--- config.mk ---
export PLATFORM = sky130hd
export DESIGN_NAME = imem_loader_flat
export DESIGN_NICKNAME = d
export VERILOG_FILES = /design/src/rtl/imem_loader_if.sv /design/src/rtl/imem_loader.sv /design/src/flat_wrapper.sv
export SDC_FILE = /design/constraint.sdc
export NUM_CORES = 1
export LEC_CHECK = 0
export ABC_AREA = 1
export CAP_MARGIN = 25
export CORE_UTILIZATION = 40
export DETAILED_ROUTE_END_ITERATION = 8
export PLACE_DENSITY = 0.61
export RECOVER_POWER = 25
export SLEW_MARGIN = 15
export SYNTH_ARGS = -nofsm -noshare
export SYNTH_HDL_FRONTEND = slang
export SYNTH_SLANG_ARGS = --single-unit
--- constraint.sdc ---
create_clock -name clk -period 3.8 [get_ports clk]
set_clock_uncertainty 0.15 [all_clocks]
set_input_delay 0.57 -clock clk [delete_from_list [all_inputs] [get_ports clk]]
set_output_delay 0.57 -clock clk [all_outputs]
set_load 0.01 [all_outputs]
--- src/rtl/imem_loader_if.sv ---
// Byte-stream handshake from the host plus the instruction-memory write port
// driven by imem_loader.
interface imem_loader_if;
  logic        in_valid;
  logic [7:0]  in_data;
  logic        in_ready;
  logic        imem_we;
  logic [31:0] imem_addr;
  logic [31:0] imem_wdata;

  modport master (
    output in_valid, in_data,
    input  in_ready, imem_we, imem_addr, imem_wdata
  );

  modport slave (
    input  in_valid, in_data,
    output in_ready, imem_we, imem_addr, imem_wdata
  );
endinterface

--- src/rtl/imem_loader.sv ---
// Boot loader: host byte stream -> little-endian 32-bit words -> imem writes.
// Define LOADER_CHECKSUM_EN to require a trailing XOR checksum byte.
module imem_loader #(
  parameter int unsigned DEPTH = 256
) (
  input  logic         clk,
  input  logic         reset,
  imem_loader_if.slave bus,
  output logic         core_reset,
  output logic         done,
  output logic         error
);

  localparam int unsigned WIDX_W = $clog2(DEPTH) + 1;

  typedef enum logic [2:0] {
    S_HDR0,
    S_HDR1,
    S_DATA,
    S_WRITE,
`ifdef LOADER_CHECKSUM_EN
    S_CSUM,
`endif
    S_DONE,
    S_ERR
  } state_t;

  state_t              r_state;
  logic [15:0]         r_count;
  logic [1:0]          r_bidx;
  logic [WIDX_W-1:0]   r_widx;
  logic [23:0]         r_word;
  logic                r_we;
  logic [31:0]         r_addr;
  logic [31:0]         r_wdata;
  logic                r_core_reset;
  logic                r_done;
  logic                r_error;
`ifdef LOADER_CHECKSUM_EN
  logic [7:0]          r_csum;
`endif

  logic                w_in_ready;
  logic                w_accept;
  logic [15:0]         w_count;
  logic                w_last;

  always_comb begin
    w_in_ready = 1'b0;
    case (r_state)
      S_HDR0, S_HDR1, S_DATA: w_in_ready = 1'b1;
`ifdef LOADER_CHECKSUM_EN
      S_CSUM:                 w_in_ready = 1'b1;
`endif
      default:                w_in_ready = 1'b0;
    endcase
  end

  assign w_accept = bus.in_valid && w_in_ready;
  assign w_count  = {bus.in_data, r_count[7:0]};
  // Compared as widx+1 == N so an N of zero never underflows.
  assign w_last   = ((32'(r_widx) + 32'd1) == 32'(r_count));

  always_ff @(posedge clk or posedge reset) begin
    if (reset) begin
      r_state      <= S_HDR0;
      r_count      <= '0;
      r_bidx       <= '0;
      r_widx       <= '0;
      r_word       <= '0;
      r_we         <= 1'b0;
      r_addr       <= '0;
      r_wdata      <= '0;
      r_core_reset <= 1'b1;
      r_done       <= 1'b0;
      r_error      <= 1'b0;
`ifdef LOADER_CHECKSUM_EN
      r_csum       <= '0;
`endif
    end else begin
      r_we <= 1'b0;
      case (r_state)
        S_HDR0: begin
`ifdef LOADER_CHECKSUM_EN
          r_csum <= '0;
`endif
          if (w_accept) begin
            r_count[7:0] <= bus.in_data;
            r_state      <= S_HDR1;
          end
        end

        S_HDR1: begin
          if (w_accept) begin
            r_count[15:8] <= bus.in_data;
            r_bidx        <= '0;
            r_widx        <= '0;
            if (w_count == '0) begin
`ifdef LOADER_CHECKSUM_EN
              r_state      <= S_CSUM;
`else
              r_state      <= S_DONE;
              r_done       <= 1'b1;
              r_core_reset <= 1'b0;
`endif
            end else if (32'(w_count) > DEPTH) begin
              r_state <= S_ERR;
              r_error <= 1'b1;
            end else begin
              r_state <= S_DATA;
            end
          end
        end

        S_DATA: begin
          if (w_accept) begin
            // Bytes shift in from the top, so the first byte ends up in [7:0].
            r_word <= {bus.in_data, r_word[23:8]};
            r_bidx <= r_bidx + 2'd1;
`ifdef LOADER_CHECKSUM_EN
            r_csum <= r_csum ^ bus.in_data;
`endif
            if (r_bidx == 2'd3) begin
              r_we    <= 1'b1;
              r_addr  <= 32'({r_widx, 2'b00});
              r_wdata <= {bus.in_data, r_word};
              r_state <= S_WRITE;
            end
          end
        end

        S_WRITE: begin
          r_widx <= r_widx + 1'b1;
          if (w_last) begin
`ifdef LOADER_CHECKSUM_EN
            r_state      <= S_CSUM;
`else
            r_state      <= S_DONE;
            r_done       <= 1'b1;
            r_core_reset <= 1'b0;
`endif
          end else begin
            r_state <= S_DATA;
          end
        end

`ifdef LOADER_CHECKSUM_EN
        S_CSUM: begin
          if (w_accept) begin
            if (bus.in_data == r_csum) begin
              r_state      <= S_DONE;
              r_done       <= 1'b1;
              r_core_reset <= 1'b0;
            end else begin
              r_state <= S_ERR;
              r_error <= 1'b1;
            end
          end
        end
`endif

        S_DONE: r_state <= S_DONE;
        S_ERR:  r_state <= S_ERR;

        default: begin
          r_state <= S_ERR;
          r_error <= 1'b1;
        end
      endcase
    end
  end

  assign bus.in_ready   = w_in_ready;
  assign bus.imem_we    = r_we;
  assign bus.imem_addr  = r_addr;
  assign bus.imem_wdata = r_wdata;
  assign core_reset     = r_core_reset;
  assign done           = r_done;
  assign error          = r_error;

endmodule
--- src/flat_wrapper.sv ---
// flat-port wrapper written by rule: the top's interface ports become plain ports
module imem_loader_flat 
#(
  parameter int unsigned DEPTH = 256
)
  (clk, reset, core_reset, done, error, bus_in_valid, bus_in_data, bus_in_ready, bus_imem_we, bus_imem_addr, bus_imem_wdata);
  imem_loader_if bus_i ();
  input  logic clk;
  input  logic reset;
  output logic core_reset;
  output logic done;
  output logic error;
  input wire logic [$bits(bus_i.in_valid)-1:0] bus_in_valid;
  input wire logic [$bits(bus_i.in_data)-1:0] bus_in_data;
  output wire logic [$bits(bus_i.in_ready)-1:0] bus_in_ready;
  output wire logic [$bits(bus_i.imem_we)-1:0] bus_imem_we;
  output wire logic [$bits(bus_i.imem_addr)-1:0] bus_imem_addr;
  output wire logic [$bits(bus_i.imem_wdata)-1:0] bus_imem_wdata;
  assign bus_i.in_valid = bus_in_valid;
  assign bus_i.in_data = bus_in_data;
  assign bus_in_ready = bus_i.in_ready;
  assign bus_imem_we = bus_i.imem_we;
  assign bus_imem_addr = bus_i.imem_addr;
  assign bus_imem_wdata = bus_i.imem_wdata;
  imem_loader #(.DEPTH(DEPTH)) u_core (.clk(clk), .reset(reset), .bus(bus_i), .core_reset(core_reset), .done(done), .error(error));
endmodule
==> out/metrics.csv, run 1 <==
metric,value,unit
status,"complete, but fails checks",
failing checks,"max-capacitance violations, max-slew violations",
Post-Synth Simple-Gate Area,0.196,
# diodes,0,
first-pass GRT wire length,15900,um
fmax,0.366,GHz
XOR/XNOR share of the synthesized area,0.00200,
CP peak stage delay,1.51,ns
largest net degree at the start of global routing,57,
Tightest Hold Check Type,reg2reg,
CP Buf/Inv Count,2,
Clock Path Buffers,2,
"Avg Cell Area, Syn",8.49,um2
min-delay src,u_core.done,
sequential fraction of the synthesis area,0.565,
layout cells sized above 1,0.0607,
main combinational cell family by area after synthesis,simple AND/OR/NAND/NOR gates,
clock latency at the later pin of the worst-skew pair,0.35,ns
row count,37,
"Max stage delay cell, worst path",inv_1,
Pwr Total,1.98,mW
"Clk pin slew, worst setup/hold paths",0.10,ns
H-tree depth,3,
Worst Hold End,u_core.done,
Worst R2R Start,u_core.r_widx[0],
Max VDD drop,214,uV
Ports,80,
"Req. time, crit path",3.70,ns
mux cell area share after synthesis,0,
CP Launch Type,input port,
Post-CTS Resized,0,
port bufs,56,
Setup CP Type,in2async,
cells on worst reg2reg path,14,
TritonCTS clock tree,built,
CP Depth,2,
DR iter-0 viols,230,
sum of negative setup slack,0,ns
ys flop type,dfrtp_1,
"Cell Chain, Critical Path",dlygate4sd3_1 > inv_1,
"Arr. time, crit path",2.64,ns
number of cells on the worst hold path,1,
period utilization,0.720,
grt ovf,0,
final max-slew violation count,56,
Synth Area in Adders,0.00570,
via count,3385,
Synth async-reset ratio,1.00,
area grow syn2layout,19.0,%
TritonCTS Buffers,9,
Post-Route WL,9220,um
Post-DP HPWL,6590,um
fin util,0.499,
Fin. Hold Viols,0,
CTS Hold Buffers Added,0,
Gate Count Post-Synth,517,
number of antenna-violating nets in the routed design,0,
Routability Congestion,0.851,
clock root buffer,clkbuf_8,
die width,107,um
Pre-Repair DR Iteration Count,4,
"delay-heaviest family, CP",buffers and inverters,
Sink Count,99,
vias in the first global route,3251,
total leakage power,2.63,nW
post-synthesis cell area,4390,um2
slew margin rel.,-0.422,
Die Ht,107,um
initial antenna violation count,0,
"EDFF count, synth",0,
pwr/cell area,380,nW/um2
setup bufs post-CTS,0,
drt wl/cell,12.9,um
fin crit period,2.73,ns
"Distinct cells, synth",29,
die area,11400,um2
Remaining DRCs,0,
Nets,585,
Crit Path Max Fanout,56,
Crit. End Element,async pin,
Least-Margin Pin Slew,2.13,ns
Reg2Reg Setup Slack,1.61,ns
post-synthesis compound-gate area fraction,0.123,
end of the worst register-to-register path,u_core.r_state[1],
global-route usage over all layers,0.179,
DR vias/cell,4.75,
Starting Density,0.419,
RSZ-0062 raised after global routing,no,
Yosys warnings,0,
"flops & latches, synth",99,
Max Cap Viol,1,
core area,10500,um2
final setup fails,0,
through the flow:
stage	hold slack (ns)	setup WS, ns	instance area, um2	instances
after floorplan	0.303	0.491	4470	539
after global placement	0.294	1.27	5010	697
after detailed placement	0.301	1.22	5010	697
after CTS	0.323	1.13	5230	713
after global routing	0.343	0.604	5220	713
final	0.319	1.07	5220	713
cell families (layout without fill, tap and decap cells):
| kind of cell | Yosys count | after routing |
|---|---|---|
| other | 1 | 23 |
| AND/OR/NAND/NOR | 208 | 208 |
| buffers and inverters | 102 | 140 |
| XOR/XNOR | 1 | 1 |
| flip-flops | 99 | 99 |
| AO/OA/AOI/OAI | 104 | 104 |
| adder cells (fa/ha/maj) | 2 | 2 |
state kept, by name, summed over array words and instances, names as in the netlist:
| name | count |
|---|---|
| u_core.r_word | 24 |
| u_core.error | 1 |
| u_core.core_reset | 1 |
| u_core.bus.imem_addr | 9 |
| u_core.r_count | 16 |
| u_core.r_widx | 9 |
| u_core.done | 1 |
| u_core.r_bidx | 2 |
| u_core.bus.imem_we | 1 |
| u_core.r_state | 3 |
| u_core.bus.imem_wdata | 32 |
worst reg2reg max path, cell delays in order (launching register included):
cell and delay, ns:
dfrtp_1 0.46, ha_1 0.25, nand2_1 0.13, nor2_2 0.20, nand2_1 0.09, nand2_1 0.08, nand3_1 0.07, nand2_1 0.06
nand2_1 0.06, nor2_2 0.12, nand3_1 0.10, nand2_1 0.14, nand2_1 0.07, nand2_1 0.06, nand2_1 0.05
power breakdown:
part / total, mW / internal [mW] / switching (mW)
clock: 0.715 / 0.321 / 0.393
sequential: 1.12 / 1.09 / 0.0228
combinational: 0.153 / 0.0684 / 0.0850
how the worst max path moves through the flow:
stage | startpoint | endpoint
global route | reset | u_core.r_state[1]
global placement | bus_in_valid | u_core.bus.imem_wdata[30]
detailed placement | bus_in_valid | u_core.bus.imem_wdata[3]
CTS | u_core.r_state[2] | bus_in_ready
floorplan | reset | u_core.bus.imem_addr[10]
finish | reset | u_core.r_widx[1]
Yosys cell counts (all sizes together), types with 2 or more instances:
| cell type | n | area share |
|---|---|---|
| a21boi | 2 | 0.0034 |
| a21oi | 2 | 0.0023 |
| buf | 27 | 0.043 |
| clkbuf | 11 | 0.0094 |
| dfrtp | 98 | 0.56 |
| ha | 2 | 0.0057 |
| inv | 64 | 0.055 |
| nand2 | 144 | 0.12 |
| nand3 | 23 | 0.026 |
| nand3b | 2 | 0.0034 |
| nand4 | 4 | 0.0057 |
| nor2 | 32 | 0.033 |
| o21ai | 93 | 0.11 |
| o22ai | 5 | 0.0071 |
layout by cell type, fill, tap and decap left out, drive strengths merged:
cell type / n
a21boi: 2
a21o: 1
a21oi: 2
a22o: 1
buf: 4
bufinv: 1
clkbuf: 10
clkdlybuf4s50: 54
clkinv: 2
conb: 23
dfrtp: 98
dfstp: 1
dlygate4sd3: 2
ha: 2
inv: 67
nand2: 144
nand3: 23
nand3b: 2
nand4: 4
nor2: 32
nor3: 1
nor4: 1
o21ai: 93
o22ai: 5
or2: 1
xor2: 1
routing by layer:
layer,up-vias,routed length (um),track usage
met5,-,0,0
met4,0,176,0.0734
met3,12,496,0.0243
met2,116,3770,0.252
met1,1542,4780,0.275
li1,1715,-,-
layout make-up:
class                   count  area [um2]
clock buffers              10         128
multi-input cells         338        1520
repair buffers             60         603
flip-flops and latches     99        2480
well taps                 136         170
fillers                   997        5240
clock inverters             6        83.8
inverters                  64         240
No activity file was read; power rests on OpenSTA's default activity.
==> run 2, diff against run 1 <==
Clock period 3.8 ns to 2.8 ns, I/O delays scaled along.
==> run 2 against run 1 <==
The run now ends clean. Worst setup slack lost 0.75 ns. Flip-flop and latch count is the same. Hold slack lost 0.0063 ns. Power grew 36%. Global-route usage shrank 0.41 points. Sequential share of layout area is essentially flat. Routed wire length shrank 1.1%. First-iteration DRC count shrank 15%. Clock power grew 38%. Critical endpoint is now bus_in_ready. Largest power group unchanged.
==> out/metrics.csv, run 2 (same netlist as run 1, synthesis figures left out) <==
metric,value,unit
Ports,80,
die width,107,um
Reg area,2480,um2
Fin. Hold Viols,0,
vias in the first global route,3105,
Nets,584,
Die Ht,107,um
Remaining DRCs,0,
"Req. time, crit path",2.23,ns
# diodes,0,
die area,11400,um2
final setup fails,0,
"most common cell after layout, fill and taps aside",nand2_1,
setup bufs post-CTS,0,
Least-Margin Pin Slew,1.34,ns
initial antenna violation count,0,
first-pass GRT wire length,15500,um
Crit. End Element,output pin,
TritonCTS clock tree,built,
H-tree depth,3,
number of antenna-violating nets in the routed design,0,
Tightest Hold Check Type,reg2reg,
global-route usage over all layers,0.174,
largest net degree at the start of global routing,100,
clock root buffer,clkbuf_8,
core area,10500,um2
drt wl/cell,12.8,um
CP peak stage delay,0.52,ns
Setup CP Type,reg2out,
Setup WS pre-CTS,0.472,ns
Max VDD drop,218,uV
grt ovf,0,
"Max stage delay cell, worst path",clkdlybuf4s50_1,
DR iter-0 viols,195,
fin crit period,2.48,ns
Post-Route WL,9120,um
slew margin rel.,0.110,
Max Cap Viol,0,
Sink Count,99,
period utilization,0.886,
RSZ-0062 raised after global routing,no,
TritonCTS Buffers,9,
max reg flops,32,
row count,37,
Starting Density,0.419,
Crit Path Max Fanout,4,
"Worst Setup Slack, final",0.319,ns
area grow syn2layout,19.1,%
filler cell count,1020,
fmax,0.403,GHz
Pre-Repair DR Iteration Count,4,
"Cell Chain, Critical Path",inv_1 > nand2_1 > nor2_1 > nor2_1 > inv_1 > clkdlybuf4s50_1,
Post-CTS Resized,0,
area of the multi-input gates,1520,um2
most frequent cells in the layout,"nand2_1, dfrtp_1, o21ai_0",
total leakage power,2.62,nW
fin util,0.500,
final max-slew violation count,0,
DR vias/cell,4.72,
via count,3361,
sum of negative setup slack,0,ns
clock latency at the later pin of the worst-skew pair,0.36,ns
"Clk pin slew, worst setup/hold paths",0.09,ns
Clock Path Buffers,2,
Post-DP HPWL,6420,um
Pwr Total,2.71,mW
status,"finished, final reports clean",
Routability Congestion,0.870,
port bufs,56,
pwr/cell area,518,nW/um2
CP Launch Type,flop,
layout cells sized above 1,0.0625,
CTS Hold Buffers Added,0,
"Arr. time, crit path",1.91,ns
==> run 2: worst max-delay path: cells and delay by family, from the launching register on <==
kind          cells  cell delay (ns)
flops             1             0.43
buf+inv           3             0.71
simple gates      3             0.41
==> run 2: report_power, final <==
part | internal (mW) | switching [mW]
sequential | 1.48 | 0.0304
combinational | 0.0910 | 0.116
clock | 0.473 | 0.512
==> run 2: layout make-up <==
| type | instances | area share |
|---|---|---|
| clock inverters | 5 | 0.0127 |
| clock buffers | 11 | 0.0290 |
| multi-input cells | 338 | 0.291 |
| repair buffers | 59 | 0.114 |
| flip-flops and latches | 99 | 0.474 |
| inverters | 64 | 0.0467 |
| well taps | 136 | 0.0326 |
==> run 2: per-stage QoR <==
| step | cells | hold slack [ns] | cell area (um2) |
|---|---|---|---|
| 6_report | 712 | 0.313 | 5230 |
| 3_3_place_gp | 696 | 0.295 | 5020 |
| 2_1_floorplan | 539 | 0.303 | 4470 |
| 5_1_grt | 712 | 0.330 | 5230 |
| 3_5_place_dp | 696 | 0.297 | 5020 |
| 4_1_cts | 712 | 0.317 | 5240 |
==> run 2: worst paths after layout <==
| kind | to | from | cells past startpoint | slack, ns |
|---|---|---|---|---|
| max | bus_in_ready | u_core.r_state[2] | 6 | 0.32 |
| min | u_core.done | u_core.done | 1 | 0.31 |
| max reg2reg | u_core.r_state[1] | u_core.r_widx[0] | 14 | 0.67 |
| min reg2reg | u_core.done | u_core.done | 1 | 0.31 |
| max in group asynchronous | u_core.r_widx[4] | reset | 3 | 0.77 |
| min in group asynchronous | u_core.r_count[5] | reset | 3 | 0.85 |
==> run 2: layer usage <==
layer,vias to the layer above,GRT usage,share of wire
met5,-,0,0
met4,0,0.0724,0.019
met3,12,0.0225,0.047
met2,96,0.234,0.40
met1,1551,0.279,0.53
li1,1702,-,-
==> run 3, diff against run 2 <==
Settings changed: CAP_MARGIN 25 to unset, CORE_UTILIZATION 40 to 52, PLACE_DENSITY 0.61 to 0.76, RECOVER_POWER 25 to 50.
==> run 3 against run 2 <==
Register-to-register slack worse by 0.05 ns. Utilization up 13 points. Combinational power about the same. Non-clock buffer count unchanged. Sequential power about the same. Sequential share of layout area up 0.81 points. Cell count down 4.4%. Flip-flop and latch count unchanged. Critical path type unchanged. Clock-buffer cell count down 2.
==> out/metrics.csv, run 3 (same netlist as run 1, synthesis figures left out) <==
metric,value,unit
sum of negative setup slack,0,ns
area of the multi-input gates,1510,um2
Critical Path Source,u_core.r_state[2],
Pre-Repair DR Iteration Count,5,
Starting Density,0.537,
CP peak stage delay,0.52,ns
Post-DP HPWL,6400,um
Tightest Hold Check Type,reg2reg,
grt ovf,0,
pwr/cell area,521,nW/um2
Sink Count,99,
most frequent cells in the layout,"nand2_1, dfrtp_1, o21ai_0",
largest net degree at the start of global routing,83,
"Req. time, crit path",2.23,ns
die width,93.9,um
Reg area,2480,um2
core area,8180,um2
Setup WS pre-CTS,0.236,ns
Nets,584,
# diodes,0,
Crit. End Element,output pin,
Worst R2R Start,u_core.r_state[0],
"Clk pin slew, worst setup/hold paths",0.10,ns
status,"finished, final reports clean",
CP Launch Type,flop,
setup bufs post-CTS,0,
filler cell count,700,
"Worst Setup Slack, final",0.282,ns
Max Cap Viol,0,
clock root buffer,clkbuf_8,
Crit Path Max Fanout,4,
via count,3426,
Post-Route WL,8980,um
initial antenna violation count,0,
DR vias/cell,5.03,
vias in the first global route,3062,
CTS Hold Buffers Added,0,
"most common cell after layout, fill and taps aside",nand2_1,
Worst Hold End,u_core.done,
global-route usage over all layers,0.222,
"Cell Chain, Critical Path",inv_1 > nand2_1 > nor2_1 > nor2_1 > inv_1 > clkdlybuf4s50_1,
Ports,80,
TritonCTS clock tree,built,
"Arr. time, crit path",1.95,ns
area grow syn2layout,17.1,%
Post-CTS Resized,0,
RSZ-0062 raised after global routing,no,
port bufs,56,
Die Ht,93.9,um
Post-Layout Cell Count,681,
Setup CP Type,reg2out,
final max-slew violation count,0,
slew margin rel.,0.238,
Remaining DRCs,0,
H-tree depth,3,
Max VDD drop,292,uV
first-pass GRT wire length,14900,um
TritonCTS Buffers,9,
cells on worst reg2reg path,6,
Routability Congestion,0.864,
fin util,0.629,
total leakage power,2.61,nW
fin crit period,2.52,ns
Least-Margin Pin Slew,1.14,ns
final setup fails,0,
min-delay src,u_core.done,
Fin. Hold Viols,0,
Clock Path Buffers,2,
period utilization,0.899,
hold_ws,0.328,ns
drt wl/cell,13.2,um
number of cells on the worst hold path,1,
end of the worst register-to-register path,u_core.r_bidx[1],
placed cells,665,
DR iter-0 viols,213,
clock latency at the later pin of the worst-skew pair,0.36,ns
number of antenna-violating nets in the routed design,0,
Reg2Reg Setup Slack,0.62,ns
die area,8810,um2
"Max stage delay cell, worst path",clkdlybuf4s50_1,
fmax,0.397,GHz
max reg flops,32,
row count,33,
layout cells sized above 1,0.0573,
[run 3: how the worst max path moves through the flow]
stage,to,slack [ns]
2_1_floorplan,u_core.r_state[1],1.05
3_3_place_gp,u_core.bus.imem_addr[10],0.37
3_5_place_dp,u_core.bus.imem_wdata[21],0.24
4_1_cts,bus_in_ready,0.27
5_1_grt,bus_in_ready,0.18
6_report,bus_in_ready,0.28
[run 3: layout make-up]
type | instances | area share
Multi-Input combinational cell | 338 | 0.293
Sequential cell | 99 | 0.482
Timing Repair Buffer | 59 | 0.112
Inverter | 64 | 0.0470
Clock inverter | 7 | 0.0156
Clock buffer | 9 | 0.0241
Tap cell | 105 | 0.0256
[run 3: power by group]
part           switching, mW  internal, mW
combinational          0.115        0.0908
clock                  0.528         0.428
sequential            0.0313          1.48
[run 3: critical path, delay by kind of cell, from the launching register on]
kind | cells | cell delay, ns
and+or+nand+nor | 3 | 0.45
DFF | 1 | 0.43
buffers and inverters | 3 | 0.71
[run 3: metrics by stage]
stage	power, mW	cell area, um2
2_1_floorplan	1.67	4470
3_3_place_gp	1.75	4980
3_5_place_dp	1.76	4980
4_1_cts	2.71	5190
5_1_grt	2.79	5140
6_report	2.68	5140
[run 3: layer usage]
| layer | up-vias | GRT usage | routed length, um |
|---|---|---|---|
| li1 | 1708 | - | - |
| met1 | 1597 | 0.337 | 4490 |
| met2 | 110 | 0.323 | 3940 |
| met3 | 11 | 0.0251 | 394 |
| met4 | 0 | 0.0936 | 163 |
| met5 | - | 0 | 0 |
